### config.mk
export PLATFORM = sky130hd
export DESIGN_NAME = instr_fetch_flat
export DESIGN_NICKNAME = d
export VERILOG_FILES = /design/src/rtl/fetch_pkg.sv /design/src/rtl/fetch_if.sv /design/src/rtl/fetch_fifo.sv /design/src/rtl/instr_fetch.sv /design/src/flat_wrapper.sv
export SDC_FILE = /design/constraint.sdc
export NUM_CORES = 1
export LEC_CHECK = 0
export ABC_CLOCK_PERIOD_IN_PS = 4000
export CAP_MARGIN = 15
export CORE_MARGIN = 1
export CORE_UTILIZATION = 42
export DETAILED_ROUTE_END_ITERATION = 12
export PLACE_DENSITY = 0.66
export RECOVER_POWER = 25
export SLEW_MARGIN = 5
export SYNTH_ARGS = -nofsm -noshare
export SYNTH_HDL_FRONTEND = slang
export SYNTH_HIERARCHICAL = 1
export SYNTH_SLANG_ARGS = --single-unit
### constraint.sdc
create_clock -name clk_i -period 4 [get_ports clk_i]
set_clock_uncertainty 0.15 [all_clocks]
set_input_delay 0.8 -clock clk_i [delete_from_list [all_inputs] [get_ports clk_i]]
set_output_delay 0.8 -clock clk_i [all_outputs]
set_load 0.02 [all_outputs]
### src/rtl/fetch_pkg.sv
// Shared types and constants for the instruction fetch unit.
package fetch_pkg;

  // Width of the PC field stored alongside each buffered instruction.
  localparam int unsigned PC_W = 32;

  // addi x0, x0, 0 -- presented to decode whenever nothing is buffered.
  localparam logic [31:0] NOP_INSTR = 32'h0000_0013;

  localparam logic [PC_W-1:0] DEFAULT_RESET_PC = 32'h0000_0000;

  typedef struct packed {
    logic [31:0]     instr;
    logic [PC_W-1:0] pc;
  } fetch_entry_t;

endpackage

### src/rtl/fetch_if.sv
// Instruction-memory bus plus the decode-side valid/ready handshake.
// master = fetch unit, slave = memory and decoder.
interface fetch_if #(
  parameter int unsigned ADDRESS_WIDTH = 32
) ();

  logic                     imem_req_o;
  logic [ADDRESS_WIDTH-1:0] imem_addr_o;
  logic                     imem_gnt_i;
  logic                     imem_rvalid_i;
  logic [31:0]              imem_rdata_i;

  logic [31:0]              instr_o;
  logic [ADDRESS_WIDTH-1:0] pc_o;
  logic                     instr_valid_o;
  logic                     instr_ready_i;

  modport master (
    output imem_req_o, imem_addr_o,
    input  imem_gnt_i, imem_rvalid_i, imem_rdata_i,
    output instr_o, pc_o, instr_valid_o,
    input  instr_ready_i
  );

  modport slave (
    input  imem_req_o, imem_addr_o,
    output imem_gnt_i, imem_rvalid_i, imem_rdata_i,
    input  instr_o, pc_o, instr_valid_o,
    output instr_ready_i
  );

endinterface

### src/rtl/fetch_fifo.sv
// Synchronous FIFO of fetch entries. Flush wins over push and pop; push
// when full and pop when empty are ignored. Head is read straight from
// the storage array, so data_o is valid whenever empty_o is low.
module fetch_fifo
  import fetch_pkg::*;
#(
  parameter  int unsigned DEPTH = 2,
  localparam int unsigned CW    = $clog2(DEPTH + 1),
  localparam int unsigned PW    = (DEPTH > 1) ? $clog2(DEPTH) : 1
) (
  input  logic          clk_i,
  input  logic          rst_ni,
  input  logic          push_i,
  input  logic          pop_i,
  input  logic          flush_i,
  input  fetch_entry_t  data_i,
  output fetch_entry_t  data_o,
  output logic [CW-1:0] count_o,
  output logic          empty_o,
  output logic          full_o
);

  fetch_entry_t  mem_q [DEPTH];
  logic [PW-1:0] rd_ptr_q, wr_ptr_q;
  logic [CW-1:0] count_q;
  logic          do_push, do_pop;

  function automatic logic [PW-1:0] ptr_inc(input logic [PW-1:0] p);
    if (p == PW'(DEPTH - 1)) return '0;
    return p + PW'(1);
  endfunction

  assign empty_o = (count_q == '0);
  assign full_o  = (count_q == CW'(DEPTH));
  assign count_o = count_q;
  assign data_o  = mem_q[rd_ptr_q];

  assign do_push = push_i && !full_o  && !flush_i;
  assign do_pop  = pop_i  && !empty_o && !flush_i;

  // Storage write.
  // NOTE: the data array has no reset; only pointers and count need a known
  // state, and an entry is never read before it has been written.
  always_ff @(posedge clk_i) begin
    if (do_push) mem_q[wr_ptr_q] <= data_i;
  end

  // Pointer and occupancy update.
  // NOTE: sequential state uses non-blocking assignments so every flop samples
  // pre-edge values regardless of statement order.
  always_ff @(posedge clk_i or negedge rst_ni) begin
    if (!rst_ni) begin
      rd_ptr_q <= '0;
      wr_ptr_q <= '0;
      count_q  <= '0;
    end else if (flush_i) begin
      rd_ptr_q <= '0;
      wr_ptr_q <= '0;
      count_q  <= '0;
    end else begin
      if (do_push) wr_ptr_q <= ptr_inc(wr_ptr_q);
      if (do_pop)  rd_ptr_q <= ptr_inc(rd_ptr_q);
      count_q <= count_q + CW'(do_push) - CW'(do_pop);
    end
  end

endmodule

### src/rtl/instr_fetch.sv
// Instruction fetch unit: request PC, credit-based request throttling,
// response PC tracking, redirect flush and discard of stale responses.
// Optional macro FETCH_MISALIGN_CHECK_EN: a redirect to a non-word-aligned
// target halts fetch and raises a sticky misalign_o until the next aligned
// redirect. Without it the low two target bits are ignored.
module instr_fetch
  import fetch_pkg::*;
#(
  parameter int unsigned              ADDRESS_WIDTH = 32,
  parameter int unsigned              FIFO_DEPTH    = 2,
  parameter logic [ADDRESS_WIDTH-1:0] RESET_PC      = ADDRESS_WIDTH'(DEFAULT_RESET_PC)
) (
  input  logic                     clk_i,
  input  logic                     rst_ni,
  fetch_if.master                  bus,
  input  logic                     PCsrc_i,
  input  logic [ADDRESS_WIDTH-1:0] target_i
`ifdef FETCH_MISALIGN_CHECK_EN
  ,
  output logic                     misalign_o
`endif
);

  localparam int unsigned CW = $clog2(FIFO_DEPTH + 1);
  localparam logic [CW:0] DEPTH_LIM = (CW + 1)'(FIFO_DEPTH);

  logic [ADDRESS_WIDTH-1:0] pc_q, rsp_pc_q, last_pc_q, target_eff;
  logic [CW-1:0]            outstanding_q, outstanding_d;
  logic [CW-1:0]            discard_q, discard_d;
  logic [CW-1:0]            fifo_count;
  logic [CW:0]              credit_used;
  logic                     start_q, halt;
  logic                     fire, drop, push, pop;
  logic                     fifo_empty, fifo_full;
  fetch_entry_t             push_entry, head;

`ifdef FETCH_MISALIGN_CHECK_EN
  logic halt_q;

  assign target_eff = target_i;
  assign halt       = halt_q;
  assign misalign_o = halt_q;

  // Every redirect re-evaluates alignment: misaligned parks fetch, aligned resumes.
  always_ff @(posedge clk_i or negedge rst_ni) begin
    if (!rst_ni)      halt_q <= 1'b0;
    else if (PCsrc_i) halt_q <= |target_i[1:0];
  end
`else
  assign target_eff = target_i & ~ADDRESS_WIDTH'(3);
  assign halt       = 1'b0;
`endif

  // Credits cover both in-flight requests and buffered words, so every
  // response is guaranteed a FIFO slot. start_q keeps req low during reset.
  assign credit_used     = {1'b0, outstanding_q} + {1'b0, fifo_count};
  assign bus.imem_req_o  = start_q && !halt && (credit_used < DEPTH_LIM);
  assign bus.imem_addr_o = pc_q;

  assign fire = bus.imem_req_o && bus.imem_gnt_i;
  // A response arriving with a redirect belongs to the old stream.
  assign drop = bus.imem_rvalid_i && (PCsrc_i || (discard_q != '0));
  assign push = bus.imem_rvalid_i && !drop;
  assign pop  = bus.instr_valid_o && bus.instr_ready_i && !PCsrc_i;

  assign push_entry = '{instr: bus.imem_rdata_i, pc: PC_W'(rsp_pc_q)};

  // Outstanding and discard bookkeeping for this cycle's grant/response events.
  // NOTE: every always_comb output gets a default first so no path can infer a latch.
  always_comb begin
    outstanding_d = outstanding_q + CW'(fire) - CW'(bus.imem_rvalid_i);
    discard_d     = discard_q;
    if (PCsrc_i) begin
      // Everything still owed after this cycle is stale, including a request
      // granted right now; this also folds in any earlier pending discards.
      discard_d = outstanding_d;
    end else if (bus.imem_rvalid_i && (discard_q != '0)) begin
      discard_d = discard_q - CW'(1);
    end
  end

  // PC, response PC and counter registers.
  always_ff @(posedge clk_i or negedge rst_ni) begin
    if (!rst_ni) begin
      start_q       <= 1'b0;
      pc_q          <= RESET_PC;
      rsp_pc_q      <= RESET_PC;
      outstanding_q <= '0;
      discard_q     <= '0;
    end else begin
      start_q       <= 1'b1;
      outstanding_q <= outstanding_d;
      discard_q     <= discard_d;
      if (PCsrc_i) begin
        pc_q     <= target_eff;
        rsp_pc_q <= target_eff;
      end else begin
        if (fire) pc_q     <= pc_q + ADDRESS_WIDTH'(4);
        if (push) rsp_pc_q <= rsp_pc_q + ADDRESS_WIDTH'(4);
      end
    end
  end

  // Remember the last presented PC so pc_o holds steady while the buffer is empty.
  always_ff @(posedge clk_i or negedge rst_ni) begin
    if (!rst_ni)          last_pc_q <= '0;
    else if (!fifo_empty) last_pc_q <= ADDRESS_WIDTH'(head.pc);
  end

  fetch_fifo #(
    .DEPTH (FIFO_DEPTH)
  ) u_fifo (
    .clk_i   (clk_i),
    .rst_ni  (rst_ni),
    .push_i  (push),
    .pop_i   (pop),
    .flush_i (PCsrc_i),
    .data_i  (push_entry),
    .data_o  (head),
    .count_o (fifo_count),
    .empty_o (fifo_empty),
    .full_o  (fifo_full)
  );

  assign bus.instr_valid_o = !fifo_empty;
  assign bus.instr_o       = fifo_empty ? NOP_INSTR : head.instr;
  assign bus.pc_o          = fifo_empty ? last_pc_q : ADDRESS_WIDTH'(head.pc);

  // The credit rule must never let a response meet a full buffer.
  ap_no_overflow: assert property (@(posedge clk_i) disable iff (!rst_ni) push |-> !fifo_full);

endmodule

### src/flat_wrapper.sv
// flat-port wrapper written by rule: the top's interface ports become plain ports
module instr_fetch_flat import fetch_pkg::*;
#(
  parameter int unsigned              ADDRESS_WIDTH = 32,
  parameter int unsigned              FIFO_DEPTH    = 2,
  parameter logic [ADDRESS_WIDTH-1:0] RESET_PC      = ADDRESS_WIDTH'(DEFAULT_RESET_PC)
)
  (clk_i, rst_ni, PCsrc_i, target_i, bus_imem_req_o, bus_imem_addr_o, bus_imem_gnt_i, bus_imem_rvalid_i, bus_imem_rdata_i, bus_instr_o, bus_pc_o, bus_instr_valid_o, bus_instr_ready_i);
  fetch_if #(.ADDRESS_WIDTH(ADDRESS_WIDTH)) bus_i ();
  input  logic clk_i;
  input  logic rst_ni;
  input  logic PCsrc_i;
  input  logic [ADDRESS_WIDTH-1:0] target_i;
  output wire logic [$bits(bus_i.imem_req_o)-1:0] bus_imem_req_o;
  output wire logic [$bits(bus_i.imem_addr_o)-1:0] bus_imem_addr_o;
  input wire logic [$bits(bus_i.imem_gnt_i)-1:0] bus_imem_gnt_i;
  input wire logic [$bits(bus_i.imem_rvalid_i)-1:0] bus_imem_rvalid_i;
  input wire logic [$bits(bus_i.imem_rdata_i)-1:0] bus_imem_rdata_i;
  output wire logic [$bits(bus_i.instr_o)-1:0] bus_instr_o;
  output wire logic [$bits(bus_i.pc_o)-1:0] bus_pc_o;
  output wire logic [$bits(bus_i.instr_valid_o)-1:0] bus_instr_valid_o;
  input wire logic [$bits(bus_i.instr_ready_i)-1:0] bus_instr_ready_i;
  assign bus_imem_req_o = bus_i.imem_req_o;
  assign bus_imem_addr_o = bus_i.imem_addr_o;
  assign bus_i.imem_gnt_i = bus_imem_gnt_i;
  assign bus_i.imem_rvalid_i = bus_imem_rvalid_i;
  assign bus_i.imem_rdata_i = bus_imem_rdata_i;
  assign bus_instr_o = bus_i.instr_o;
  assign bus_pc_o = bus_i.pc_o;
  assign bus_instr_valid_o = bus_i.instr_valid_o;
  assign bus_i.instr_ready_i = bus_instr_ready_i;
  instr_fetch #(.ADDRESS_WIDTH(ADDRESS_WIDTH), .FIFO_DEPTH(FIFO_DEPTH), .RESET_PC(RESET_PC)) u_core (.clk_i(clk_i), .rst_ni(rst_ni), .bus(bus_i), .PCsrc_i(PCsrc_i), .target_i(target_i));
endmodule
==> results_dict.tcl, run 1 <==
set metrics [dict create \
    outcome "finished clean" \
    worstMarginPinSlew_ps 772 \
    fmax_ghz 0.271 \
    met1_length_mm 9.95 \
    die_area_um2 25400 \
    insertedDiodeCount 0 \
    nNetsFinal 1009 \
    path_clk_slew_ps 60 \
    setup_viol 0 \
    cts_hold_buf 0 \
    die_x_um 159 \
    multi_input_area_um2 3810 \
    hold_viol_final 0 \
    grt_pass1_vias 6643 \
    grt_overflow 0 \
    critPathKind "register to primary output" \
    ir_drop_mv 0.278 \
    worstPathArrival_ps 2730 \
    final_layout_size_suffix_gt1_share_pct 19.1 \
    syn_to_final_growth_pct 27.6 \
    grt_pass1_wl_mm 35.3 \
    seq_area_um2 6370 \
    syn_inst 766 \
    cp-start-kind "register" \
    cp_max_fo 37 \
    period_share_pct 92.1 \
    cts_tree "yes" \
    power_mw 7.02 \
    grt_max_degree 69 \
    num_vias 6726 \
    slew_violations 0 \
    avgSynthCellArea_um2 13.6 \
    syn-cell-area_um2 10400 \
    cts_buffer_depth 3 \
    reg2reg_slack_ps 1110 \
    nFillCells 2017 \
    first_pass_iters 5 \
    clock_sinks 229 \
    core_region_area_um2 24300 \
    max-cap-violations 0 \
    worstSkewPairLatency_ps 500 \
    top_layer "met4" \
    ios 168 \
    dieHeight_um 159 \
    post_cts_resized 0 \
    mostFrequentLayoutCells "clkdlybuf4s50_1, edfxtp_1, dfrtp_1" \
    placed_area_um2 12400 \
    fin_crit_ps 3680 \
    cp.required_ps 3050 \
    routedWlPerCell_um 17.1 \
    drt_wl_total_mm 21.8 \
    rsz0062_at_grt "no" \
    final_common_cell "clkdlybuf4s50_1" \
    dr_wl_met2_mm 10.3 \
    drtIter0Drc 442 \
    p_leak_nw 4.88 \
    slew_headroom_pct 48.5 \
    fin_util_pct 54.6 \
    holdCritPathClass "input pin to async pin" \
    wl_met3_mm 1.26 \
    place.gp.congestion 0.845 \
    start_util_pct 42.8 \
    antenna_found_initial 0 \
    htreeDepth 1 \
    port_buffers 163 \
    drc 0 \
    power_density_nw_per_um2 529 \
    yosys_warnings 6 \
    cts_inserted_buffers 25 \
    critPathCaptureType "primary output" \
    dp_hpwl_mm 13.9 \
    design_area_um2 13300 \
    post-cts-setup-buffer-count 0 \
    avgViaCountPerCell 5.28 \
    fp-row-count 57 \
    final_antenna_net_count 0 \
    grt_use_total_pct 17.3 \
    clockRootBuffer "clkbuf_16" \
]
## area by class of cell
cell class	instances	share of cell area, %
multi-input cells	488	28.7
repair buffers	175	13.4
clock inverters	12	1.42
well taps	324	3.05
clock buffers	33	5.16
flip-flops and latches	229	48.0
inverters	12	0.339
## worst max-delay path: stages, from the launching register on
cell and delay [ps]:
dfrtp_4 660, buf_12 340, mux2_4 330, mux2_2 280, clkdlybuf4s50_1 590
## state kept, by name (all words and copies together), names as in the netlist
name                    cells
u_core/u_fifo/mem_q       128
u_core/last_pc_q           32
u_core/bus.imem_addr_o     30
u_core/rsp_pc_q            30
u_core/discard_q            2
u_core/outstanding_q        2
u_core/u_fifo/count_o       2
u_core/start_q              1
u_core/u_fifo/rd_ptr_q      1
u_core/u_fifo/wr_ptr_q      1
## per-layer routing
metal / global-route usage (%) / vias to the layer above
li1: - / 3179
met1: 24.5 / 3298
met2: 28.0 / 224
met3: 2.94 / 25
met4: 3.80 / 0
met5: 0 / -
## per-stage QoR
step,hold WS [ps],TNS [ps],std cells,setup slack [ps]
floorplan,302,-118400,771,-925
detailed placement,335,0,1228,741
global placement,330,0,1228,779
finish,160,0,1273,316
global route,203,0,1273,168
CTS,185,0,1273,245
## worst paths after layout
path,start,endpoint,cells after the start
max,u_core/u_fifo/rd_ptr_q,bus_pc_o[16],4
min,rst_ni,u_core/bus.imem_addr_o[31],1
max reg2reg,u_core/u_fifo/count_o[0],u_core/bus.imem_addr_o[31],7
min reg2reg,u_core/last_pc_q[4],u_core/last_pc_q[4],1
max in group asynchronous,rst_ni,u_core/rsp_pc_q[12],2
min in group clk_i,u_core/last_pc_q[4],u_core/last_pc_q[4],1
## where the power goes
group | switching, mW | total [mW] | internal, mW
sequential | 0.190 | 3.01 | 2.82
clock | 0.884 | 2.41 | 1.52
combinational | 0.807 | 1.60 | 0.795
(Power assumes the default switching activity.)
==> inputs of run 2 (changes only) <==
--- a/config.mk
+++ b/config.mk
@@ -9,6 +9,7 @@
 export CAP_MARGIN = 15
 export CORE_MARGIN = 1
 export CORE_UTILIZATION = 42
+export CTS_BUF_LIST = sky130_fd_sc_hd__clkbuf_2 sky130_fd_sc_hd__clkbuf_4 sky130_fd_sc_hd__clkbuf_8
 export DETAILED_ROUTE_END_ITERATION = 12
 export PLACE_DENSITY = 0.66
 export RECOVER_POWER = 25
==> run 2 against run 1 <==
Net effect:
- critical path depth stayed put
- global-route usage is 0.31 points higher
- non-clock buffer count stayed put
- die area stayed put
- setup slack worse by 24 ps
==> results_dict.tcl, run 2 (synthesis gave the netlist of run 1 again) <==
set metrics [dict create \
    dieHeight_um 159 \
    die_area_um2 25400 \
    critPathCaptureType "primary output" \
    clockRootBuffer "clkbuf_8" \
    worstPathArrival_ps 2760 \
    place.gp.congestion 0.845 \
    start_util_pct 42.8 \
    insertedDiodeCount 0 \
    port_buffers 163 \
    htreeDepth 2 \
    nNetsFinal 1022 \
    die_x_um 159 \
    dp_hpwl_mm 13.9 \
    drc 0 \
    first_pass_iters 4 \
    reg_top3 "u_core/u_fifo/mem_q (128), u_core/last_pc_q (32)" \
    cp_slowest_cell "dfrtp_4" \
    cpLargestDelayFamily "buffers and inverters" \
    antenna_found_initial 0 \
    nFillCells 2026 \
    grt_max_degree 69 \
    max_stage_delay_ps 660 \
    preCtsSetupSlack_ps 741 \
    fin_crit_ps 3710 \
    mostFrequentLayoutCells "clkdlybuf4s50_1, edfxtp_1, dfrtp_1" \
    grt_pass1_wl_mm 35.7 \
    grt_use_total_pct 17.6 \
    post-cts-setup-buffer-count 0 \
    max-cap-violations 0 \
    critPathKind "register to primary output" \
    fmax_ghz 0.270 \
    placedCellCount 1228 \
    num_vias 6841 \
    cp.required_ps 3050 \
    finalSetupTns_ps 0 \
    setup_viol 0 \
    ios 168 \
    slew_violations 0 \
    avgViaCountPerCell 5.27 \
    period_share_pct 92.7 \
    worstSkewPairLatency_ps 520 \
    core_region_area_um2 24300 \
    syn_to_final_growth_pct 27.0 \
    cts_hold_buf 0 \
    setup_ws_ps 292 \
    routedWlPerCell_um 17.0 \
    drtIter0Drc 395 \
    ir_drop_mv 0.222 \
    final_layout_size_suffix_gt1_share_pct 21.9 \
    finalNonFillerCells 1298 \
    p_leak_nw 4.90 \
    regMostFlops "u_core/u_fifo/mem_q" \
    rsz0062_at_grt "no" \
    final_antenna_net_count 0 \
    power_mw 6.74 \
    post_cts_resized 0 \
    worstMarginPinSlew_ps 779 \
    outcome "finished clean" \
    fp-row-count 57 \
    cts_tree "yes" \
    holdCritPathClass "input pin to async pin" \
    clock_sinks 229 \
    hold_viol_final 0 \
    drt_wl_total_mm 22.1 \
    cp_max_fo 37 \
    hold_ws_ps 155 \
    grt_pass1_vias 6780 \
    slew_headroom_pct 48.1 \
    power_density_nw_per_um2 510 \
    path_clk_slew_ps 60 \
    grt_overflow 0 \
    cts_buffer_depth 3 \
    critPathBufInv 2 \
    largest_reg_flops 128 \
    cts_inserted_buffers 38 \
    cp_cell_sequence "buf_12 > mux2_4 > mux2_2 > clkdlybuf4s50_1" \
    cp-start-kind "register" \
    final_common_cell "clkdlybuf4s50_1" \
]
-- run 2: where the power goes --
group / internal (mW) / switching [mW] / leakage, nW
logic: 0.795 / 0.810 / 2.11
registers: 2.82 / 0.191 / 2.35
clock network: 1.24 / 0.879 / 0.442
-- run 2: cell type report --
| cell class | count | area (um2) | share of cell area, % |
|---|---|---|---|
| Sequential cell | 229 | 6370 | 48.2 |
| Multi-Input combinational cell | 488 | 3810 | 28.8 |
| Timing Repair Buffer | 175 | 1780 | 13.4 |
| Clock buffer | 67 | 797 | 6.03 |
| Tap cell | 324 | 405 | 3.07 |
| Inverter | 12 | 45.0 | 0.341 |
| Clock inverter | 3 | 15.0 | 0.114 |
-- run 2: final timing paths --
path                                           from                    endpoint  slack [ps]  depth (start not counted)
setup reg to reg           u_core/u_fifo/count_o[0]  u_core/bus.imem_addr_o[31]        1090                          7
hold / removal                               rst_ni  u_core/bus.imem_addr_o[30]         160                          1
setup / recovery             u_core/u_fifo/rd_ptr_q                bus_pc_o[16]         290                          4
min in group clk_i              u_core/last_pc_q[4]         u_core/last_pc_q[4]         350                          1
max in group asynchronous                    rst_ni         u_core/last_pc_q[3]        2800                          2
hold reg to reg                 u_core/last_pc_q[4]         u_core/last_pc_q[4]         350                          1
-- run 2: worst register-to-register path: stages (launching register included) --
cell	delay, ps
dfrtp_1	460
and2_1	190
fa_1	480
nor3b_2	340
buf_4	220
nand4_1	310
or2_1	410
a211oi_1	260
-- run 2: routing by layer --
metal  vias to the layer above  share of wire [%]  GRT usage [%]
li1                       3216                  -              -
met5                         -                  0              0
met4                         0                2.1           5.64
met1                      3348                 46           24.3
met2                       237                 47           27.9
met3                        40                5.5           3.62
-- run 2: per-stage QoR --
step,instance area (um2),utilization [%]
after global routing,13200,54.4
after CTS,13200,54.4
after floorplan,10400,-
after detailed placement,12400,51.0
after global placement,12400,51.0
final,13200,54.4
==> inputs of run 3 (changes only) <==
--- a/config.mk
+++ b/config.mk
@@ -5,7 +5,6 @@
 export SDC_FILE = /design/constraint.sdc
 export NUM_CORES = 1
 export LEC_CHECK = 0
-export ABC_CLOCK_PERIOD_IN_PS = 4000
 export CAP_MARGIN = 15
 export CORE_MARGIN = 1
 export CORE_UTILIZATION = 42
==> results of run 3 <==
Final layout, timing and power as in run 2 (identical DEF).
